<file path="src/rtl/mux_bit_serializer_if.sv">
// rtl/mux_bit_serializer_if.sv - byte handshake and 8->1 selector drive bundle
interface mux_bit_serializer_if;
  logic [7:0] DIN;
  logic       DIN_VALID;
  logic       DIN_READY;
  logic [7:0] D;
  logic [2:0] S;
  logic       N_E;
  logic       BUSY;
  logic       DONE;

  modport master (
    output DIN, DIN_VALID,
    input  DIN_READY, D, S, N_E, BUSY, DONE
  );

  modport slave (
    input  DIN, DIN_VALID,
    output DIN_READY, D, S, N_E, BUSY, DONE
  );
endinterface

</file>
<file path="src/rtl/mux_bit_serializer.sv">
// rtl/mux_bit_serializer.sv - sequences bytes through an 8->1 line selector as a serial stream
// Double-buffered (active D + HOLD) so back-to-back bytes leave no idle bit period.
module mux_bit_serializer #(
  parameter int DIV       = 1,
  parameter bit MSB_FIRST = 1'b0
) (
  input logic CLK,
  input logic N_RST,
  mux_bit_serializer_if.slave bus
);

  localparam int DCW = (DIV > 1) ? $clog2(DIV) : 1;
  localparam logic [DCW-1:0] DC_LAST = DCW'(DIV - 1);
  localparam logic [2:0] FIRST = MSB_FIRST ? 3'd7 : 3'd0;
  localparam logic [2:0] LAST  = MSB_FIRST ? 3'd0 : 3'd7;

  localparam logic [0:0] ST_IDLE  = 1'b0;
  localparam logic [0:0] ST_SHIFT = 1'b1;

  logic [0:0]     state;
  logic [7:0]     d_q;
  logic [2:0]     s_q;
  logic           n_e_q;
  logic           busy_q;
  logic           done_q;
  logic [7:0]     hold;
  logic           hold_full;
  logic [DCW-1:0] dc;

  logic accept;
  logic boundary;
  logic [2:0] s_next;

  assign bus.DIN_READY = !hold_full;
  assign accept   = bus.DIN_VALID && !hold_full;
  assign boundary = (state == ST_SHIFT) && (dc == DC_LAST) && (s_q == LAST);
  assign s_next   = MSB_FIRST ? (s_q - 3'd1) : (s_q + 3'd1);

  always_ff @(posedge CLK or negedge N_RST) begin
    if (!N_RST) begin
      state     <= ST_IDLE;
      d_q       <= 8'h00;
      s_q       <= 3'b000;
      n_e_q     <= 1'b1;
      busy_q    <= 1'b0;
      done_q    <= 1'b0;
      hold      <= 8'h00;
      hold_full <= 1'b0;
      dc        <= '0;
    end else begin
      done_q <= 1'b0;
      case (state)
        ST_IDLE: begin
          if (accept) begin
            d_q    <= bus.DIN;
            s_q    <= FIRST;
            dc     <= '0;
            n_e_q  <= 1'b0;
            busy_q <= 1'b1;
            state  <= ST_SHIFT;
          end
        end
        default: begin
          if (dc != DC_LAST) begin
            dc <= dc + 1'b1;
          end else if (s_q != LAST) begin
            s_q <= s_next;
            dc  <= '0;
          end else begin
            done_q <= 1'b1;
            dc     <= '0;
            if (hold_full) begin
              d_q       <= hold;
              hold_full <= 1'b0;
              s_q       <= FIRST;
            end else if (accept) begin
              // Byte arriving exactly on the boundary skips HOLD to avoid a gap.
              d_q <= bus.DIN;
              s_q <= FIRST;
            end else begin
              n_e_q  <= 1'b1;
              busy_q <= 1'b0;
              state  <= ST_IDLE;
            end
          end
          if (accept && !boundary) begin
            hold      <= bus.DIN;
            hold_full <= 1'b1;
          end
        end
      endcase
    end
  end

  assign bus.D    = d_q;
  assign bus.S    = s_q;
  assign bus.N_E  = n_e_q;
  assign bus.BUSY = busy_q;
  assign bus.DONE = done_q;

  a_div_legal: assert property (@(posedge CLK) (DIV >= 1) && (DIV <= 256));
  a_ne_busy:   assert property (@(posedge CLK) disable iff (!N_RST) n_e_q == !busy_q);
  a_hold_busy: assert property (@(posedge CLK) disable iff (!N_RST) hold_full |-> busy_q);
  a_done_bnd:  assert property (@(posedge CLK) disable iff (!N_RST) done_q |-> $past(boundary));
  a_dc_range:  assert property (@(posedge CLK) disable iff (!N_RST) int'(dc) < DIV);

endmodule
</file>
<file path="src/flat_wrapper.sv">
// flat-port wrapper written by rule: the top's interface ports become plain ports
module mux_bit_serializer_flat 
#(
  parameter int DIV       = 1,
  parameter bit MSB_FIRST = 1'b0
)
  (CLK, N_RST, bus_DIN, bus_DIN_VALID, bus_DIN_READY, bus_D, bus_S, bus_N_E, bus_BUSY, bus_DONE);
  mux_bit_serializer_if bus_i ();
  input logic CLK;
  input logic N_RST;
  input wire logic [$bits(bus_i.DIN)-1:0] bus_DIN;
  input wire logic [$bits(bus_i.DIN_VALID)-1:0] bus_DIN_VALID;
  output wire logic [$bits(bus_i.DIN_READY)-1:0] bus_DIN_READY;
  output wire logic [$bits(bus_i.D)-1:0] bus_D;
  output wire logic [$bits(bus_i.S)-1:0] bus_S;
  output wire logic [$bits(bus_i.N_E)-1:0] bus_N_E;
  output wire logic [$bits(bus_i.BUSY)-1:0] bus_BUSY;
  output wire logic [$bits(bus_i.DONE)-1:0] bus_DONE;
  assign bus_i.DIN = bus_DIN;
  assign bus_i.DIN_VALID = bus_DIN_VALID;
  assign bus_DIN_READY = bus_i.DIN_READY;
  assign bus_D = bus_i.D;
  assign bus_S = bus_i.S;
  assign bus_N_E = bus_i.N_E;
  assign bus_BUSY = bus_i.BUSY;
  assign bus_DONE = bus_i.DONE;
  mux_bit_serializer #(.DIV(DIV), .MSB_FIRST(MSB_FIRST)) u_core (.CLK(CLK), .N_RST(N_RST), .bus(bus_i));
endmodule
</file>
<file path="config.mk">
export PLATFORM = sky130hd
export DESIGN_NAME = mux_bit_serializer_flat
export DESIGN_NICKNAME = d
export VERILOG_FILES = /design/src/rtl/mux_bit_serializer_if.sv /design/src/rtl/mux_bit_serializer.sv /design/src/flat_wrapper.sv
export SDC_FILE = /design/constraint.sdc
export NUM_CORES = 1
export LEC_CHECK = 0
export CAP_MARGIN = 20
export CELL_PAD_IN_SITES_DETAIL_PLACEMENT = 1
export CELL_PAD_IN_SITES_GLOBAL_PLACEMENT = 2
export CORE_ASPECT_RATIO = 2
export CORE_MARGIN = 4
export CORE_UTILIZATION = 34
export CTS_CLUSTER_SIZE = 8
export DETAILED_ROUTE_END_ITERATION = 10
export PLACE_DENSITY = 0.9
export SYNTH_ARGS = -nofsm -noshare
export SYNTH_HDL_FRONTEND = slang
export SYNTH_SLANG_ARGS = --single-unit
</file>
<file path="constraint.sdc">
create_clock -name CLK -period 3.78 [get_ports CLK]
set_input_delay 0.756 -clock CLK [delete_from_list [all_inputs] [get_ports CLK]]
set_output_delay 0.756 -clock CLK [all_outputs]
set_load 0.02 [all_outputs]
</file>
# == Word-level counts from Yosys, hierarchy flattened ==
# Index checks and enable logic that the tools add are counted.
# Widths: inputs -> output; s select.
# word_totals
wordCells,66
in_bits,11
latch_bits,0
memories,0
reg_bits,25
romBits,0
mem_bits_rw,0
out_inout_bits,15
# classes
n_shift,0
reduce_logical,11
n_bitwise,1
n_mul,0
muxes,35
eq_ne,8
add_sub_neg,2
n_div,0
n_lt_le_gt_ge,0
# op_table
operator,n
$mux 8,5
$mux 1,25
$mux 3,5
$ne 2x2->1 const B,6
$reduce_and 5->1,1
$logic_and 1x1->1,4
$reduce_and 2->1,2
$add 3x1->3 const B,1
$eq 3x3->1 const B,1
$ne 3x3->1 const B,1
$reduce_and 3->1,1
$logic_not 1->1,2
$reduce_bool 2->1,1
$add 1x1->1 const B,1
$not 1->1,1

# == Longest topological paths before layout ==
# logic_depth
ltp_word,7
mapped_depth,6
mapped_depth_nobuf,5

# == Least setup slack after synthesis ==
# No wires, ideal clock.
# synth_timing
kind,register -> register
from,register u_core.s_q[0] (netlist: u_core.bus.S[0])
to,register u_core.hold[0]
path_slack_ns,2.118
path_stages_with_launch,7
n_path_buf,1
arrival_ns,1.537
t_required_ns,3.655
cell_sequence,dfrtp_1 > ha_1 > ha_1 > inv_1 > and3_1 > buf_6 > mux2_4
# synth_between
elab_chain_cells,5
# synth_lines
element,line_no,text
start: declaration,mux_bit_serializer.sv:22,logic [2:0] s_q;
start signal: assignment,mux_bit_serializer.sv:67,s_q <= s_next;
$eq 3x3->1,mux_bit_serializer.sv:36,assign boundary = (state == ST_SHIFT) && (dc == DC_LAST) && (s_q == LAST);
$logic_and 1x1->1,mux_bit_serializer.sv:36,
$logic_not 1->1,mux_bit_serializer.sv:86,if (accept && !boundary) begin
$logic_and 1x1->1,mux_bit_serializer.sv:86,
$reduce_and 2->1 (no source line),n/a,
end signal: assignment,mux_bit_serializer.sv:87,hold <= bus.DIN;
end: declaration,mux_bit_serializer.sv:26,logic [7:0] hold;
# No other way between the ends.
# A chain may end at the register's enable or synchronous reset.

# == Final worst setup path ==
# layout_timing
from,register u_core.n_e_q (netlist: u_core.bus.N_E)
to,output bus_N_E
# layout_lines
element,line_no,text
start: declaration,mux_bit_serializer.sv:23,logic n_e_q;
start signal: assignment,mux_bit_serializer.sv:44,n_e_q <= 1'b1;
start signal: assignment,mux_bit_serializer.sv:58,n_e_q <= 1'b0;
start signal: assignment,mux_bit_serializer.sv:81,n_e_q <= 1'b1;
end: declaration,flat_wrapper.sv:16,output wire logic [$bits(bus_i.N_E)-1:0] bus_N_E;
# No word-level cell between the ends.

==> impl_metrics.yaml <==
cts:
  root_buffer: "clkbuf_8"
  cts_resized: 0
  clkLatencyLatePin_ns: 0.27
  cts_buffer_depth: 2
  clk_pin_slew_worst_paths_ns: 0.08
  numCtsBuffers: 3
  cts_setup_buffers: 0
  cts_hold_buf: 0
  htreeDepth: 1
  cts_tree: "yes"
  cts_sinks: 24
logic_synthesis:
  synth_top_family_by_area: "compound AO/OA/AOI/OAI gates"
  synth-compound-area-share: 0.1748
  ys_ff_latch: 24
  syn_area_per_cell_um2: 13.18
  synthMuxAreaShare: 0.1111
  synth_xor_area_frac: 0
  synth_nets: 96
  synth_simple_gate_area_share: 0.08681
  ys_warn_count: 0
  ys_seq_area_frac: 0.5567
  synthCells: 82
  synth_adder_area_share: 0.03472
  syn_area_um2: 1081
  synth_cell_type_count: 28
min_path:
  whs_path_depth: 1
  hold_class: "register to register"
layout:
  multi_input_area_um2: 440.4
  final_nets: 123
  layout.cells.non_filler: 138
  final_core_util: 0.4713
  regArea_um2: 601.8
  antenna_cells: 0
  syn2layout_area_growth_pct: 31.37
  drive_above_1_share: 0.1759
  nFillCells: 317
worst_setup_path:
  worstPathMaxFanout: 3
  crit_arrival_ns: 1.42
  crit_path_start_kind: "register"
  cp_num_cells: 1
  r2r_cells: 5
  cp_slowest_cell: "clkdlybuf4s50_1"
  slowest_delay_ns: 0.61
  path_delay_family: "buffers and inverters"
  cp_data_required_time_ns: 3.02
  worstSetupPathType: "register to output pin"
  path_cells: "clkdlybuf4s50_1"
  cp.buffers_inverters: 1
  crit_path_end_kind: "output pin"
sta:
  setup_viol: 0
  rsz0062_at_grt: "false"
  max_slew_margin: 0.5740
  fin_crit_sh: 0.5757
  final_max_slew_viol_count: 0
  fin_tns_setup_ns: 0
  fin_crit_ns: 2.176
  hold_viol: 0
  clock_skew_ns: 0.002020
  clock.fmax_ghz: 0.4596
  tightest_slew_ns: 0.6390
drt:
  wirelength_um: 2482
  first_pass_iters: 3
  drt-wirelength-per-cell_um: 17.99
  postRouteAntennaNets: 0
  vias: 756
  drc: 0
  first_iter_violations: 4
  routed_via_density: 5.478
global_route:
  grt_max_degree: 25
  grt_pass1_vias: 801
  grt_pass1_wl_um: 4015
  met1_usage: 0.1641
  grt.met3_usage: 0.02469
  grt_use_met2: 0.2147
  gr-total-overflow: 0
  antenna_found_initial: 0
  top_usage_layer: "met2"
  grt_use_total: 0.1342
die:
  start_util: 0.3588
  die_h_um: 87.74
  ios: 26
  die_w_um: 47.87
  core_area_um2: 3013
  die_area_um2: 4200
  rows: 28
status:
  status: "completed"
place:
  dp.cells: 133
  port-buffer-count: 25
  gp_congestion: 0.6919
  dpl.hpwl_um: 1801
power_and_ir_drop:
  power.density_nw_per_um2: 946.4
  p_leak_nw: 0.5993
  vdd_drop_max_mv: 0.3445
job:
  maxCapViolations: 0
through the flow:
stage	instance area [µm²]	hold WS [ns]	setup WS (ns)	total power, mW
floorplan	1081	0.4604	2.118	0.9372
detailed placement	1338	0.4848	1.365	1.182
CTS	1393	0.5035	1.594	1.361
global route	1420	0.5203	1.562	1.451
global placement	1338	0.4895	1.366	1.155
finish	1420	0.4990	1.604	1.344
layout by cell type, fill, tap and decap left out, types with 2 or more instances in the layout:
cell	netlist	routed
o22ai_1	8	8
a21oi_1	2	2
inv_1	2	2
a22o_1	2	2
a2bb2oi_1	7	7
o21ai_0	2	2
nor2_1	2	2
nand2_1	3	3
ha_1	3	3
dfrtp_1	23	23
clkbuf_8	0	4
nand2b_1	3	3
mux2_4	8	8
clkdlybuf4s50_1	0	25
metal layers:
metal / wire length [µm] / up-vias
met1: 1014 / 381
met3: 112 / 6
met2: 1299 / 18
li1: - / 351
met4: 55 / 0
met5: 0 / -
final timing paths:
path	start	endpoint	slack [ns]
setup / recovery	u_core.bus.N_E$_DFFE_PN1P_	bus_N_E	1.60
hold reg to reg	u_core.bus.D[7]$_DFFE_PN0P_	u_core.bus.D[7]$_DFFE_PN0P_	0.50
hold / removal	u_core.bus.D[7]$_DFFE_PN0P_	u_core.bus.D[7]$_DFFE_PN0P_	0.50
min in group asynchronous	N_RST	u_core.bus.DONE$_DFF_PN0_	0.75
setup reg to reg	u_core.bus.S[0]$_DFF_PN0_	u_core.hold[4]$_DFFE_PN0P_	1.92
max in group asynchronous	N_RST	u_core.hold[1]$_DFFE_PN0P_	2.63
registers in the layout, indices dropped and copies added (netlist names):
| register | count |
|---|---|
| u_core.hold_full | 1 |
| u_core.hold | 8 |
| u_core.bus.DONE | 1 |
| u_core.state | 1 |
| u_core.bus.N_E | 1 |
| u_core.bus.S | 3 |
| u_core.bus.D | 8 |
| u_core.bus.BUSY | 1 |
kinds of logic after synthesis:
| logic type | after synthesis |
|---|---|
| buffers and inverters | 6 |
| multiplexers | 8 |
| adder cells (fa/ha/maj) | 3 |
| AND/OR/NAND/NOR | 16 |
| AO/OA/AOI/OAI | 25 |
| flip-flops | 24 |
synth_stat cells (all sizes together):
cell	instances	area, µm²
dfrtp	23	575.6
mux2	8	120.1
o22ai	8	50.05
a2bb2oi	7	61.31
buf	4	31.27
nand2	4	17.52
a21oi	3	26.28
ha	3	37.54
nand2b	3	18.77
o21ai	3	15.01
a22o	2	17.52
inv	2	7.510
nor2	2	7.510
a31o	1	8.760
and2	1	6.260
and2b	1	7.510
and3	1	6.260
dfstp	1	26.28
nand3	1	5.000
nor2b	1	8.760
nor3b	1	7.510
o2bb2a	1	10.01
or3b	1	8.760
power breakdown:
part	switching [mW]	total (mW)	leakage (nW)	internal [mW]
clock network	0.0803	0.173	0.0288	0.0930
logic	0.334	0.694	0.294	0.360
registers	0.0948	0.476	0.276	0.382
layout make-up:
class | instances | area share
clock buffer | 4 | 0.03877
multi-input combinational | 52 | 0.3101
sequential | 24 | 0.4238
tap | 30 | 0.02643
inverter | 2 | 0.005286
timing repair buffer | 26 | 0.1956
Note: power is estimated with default switching activity, not from simulation.
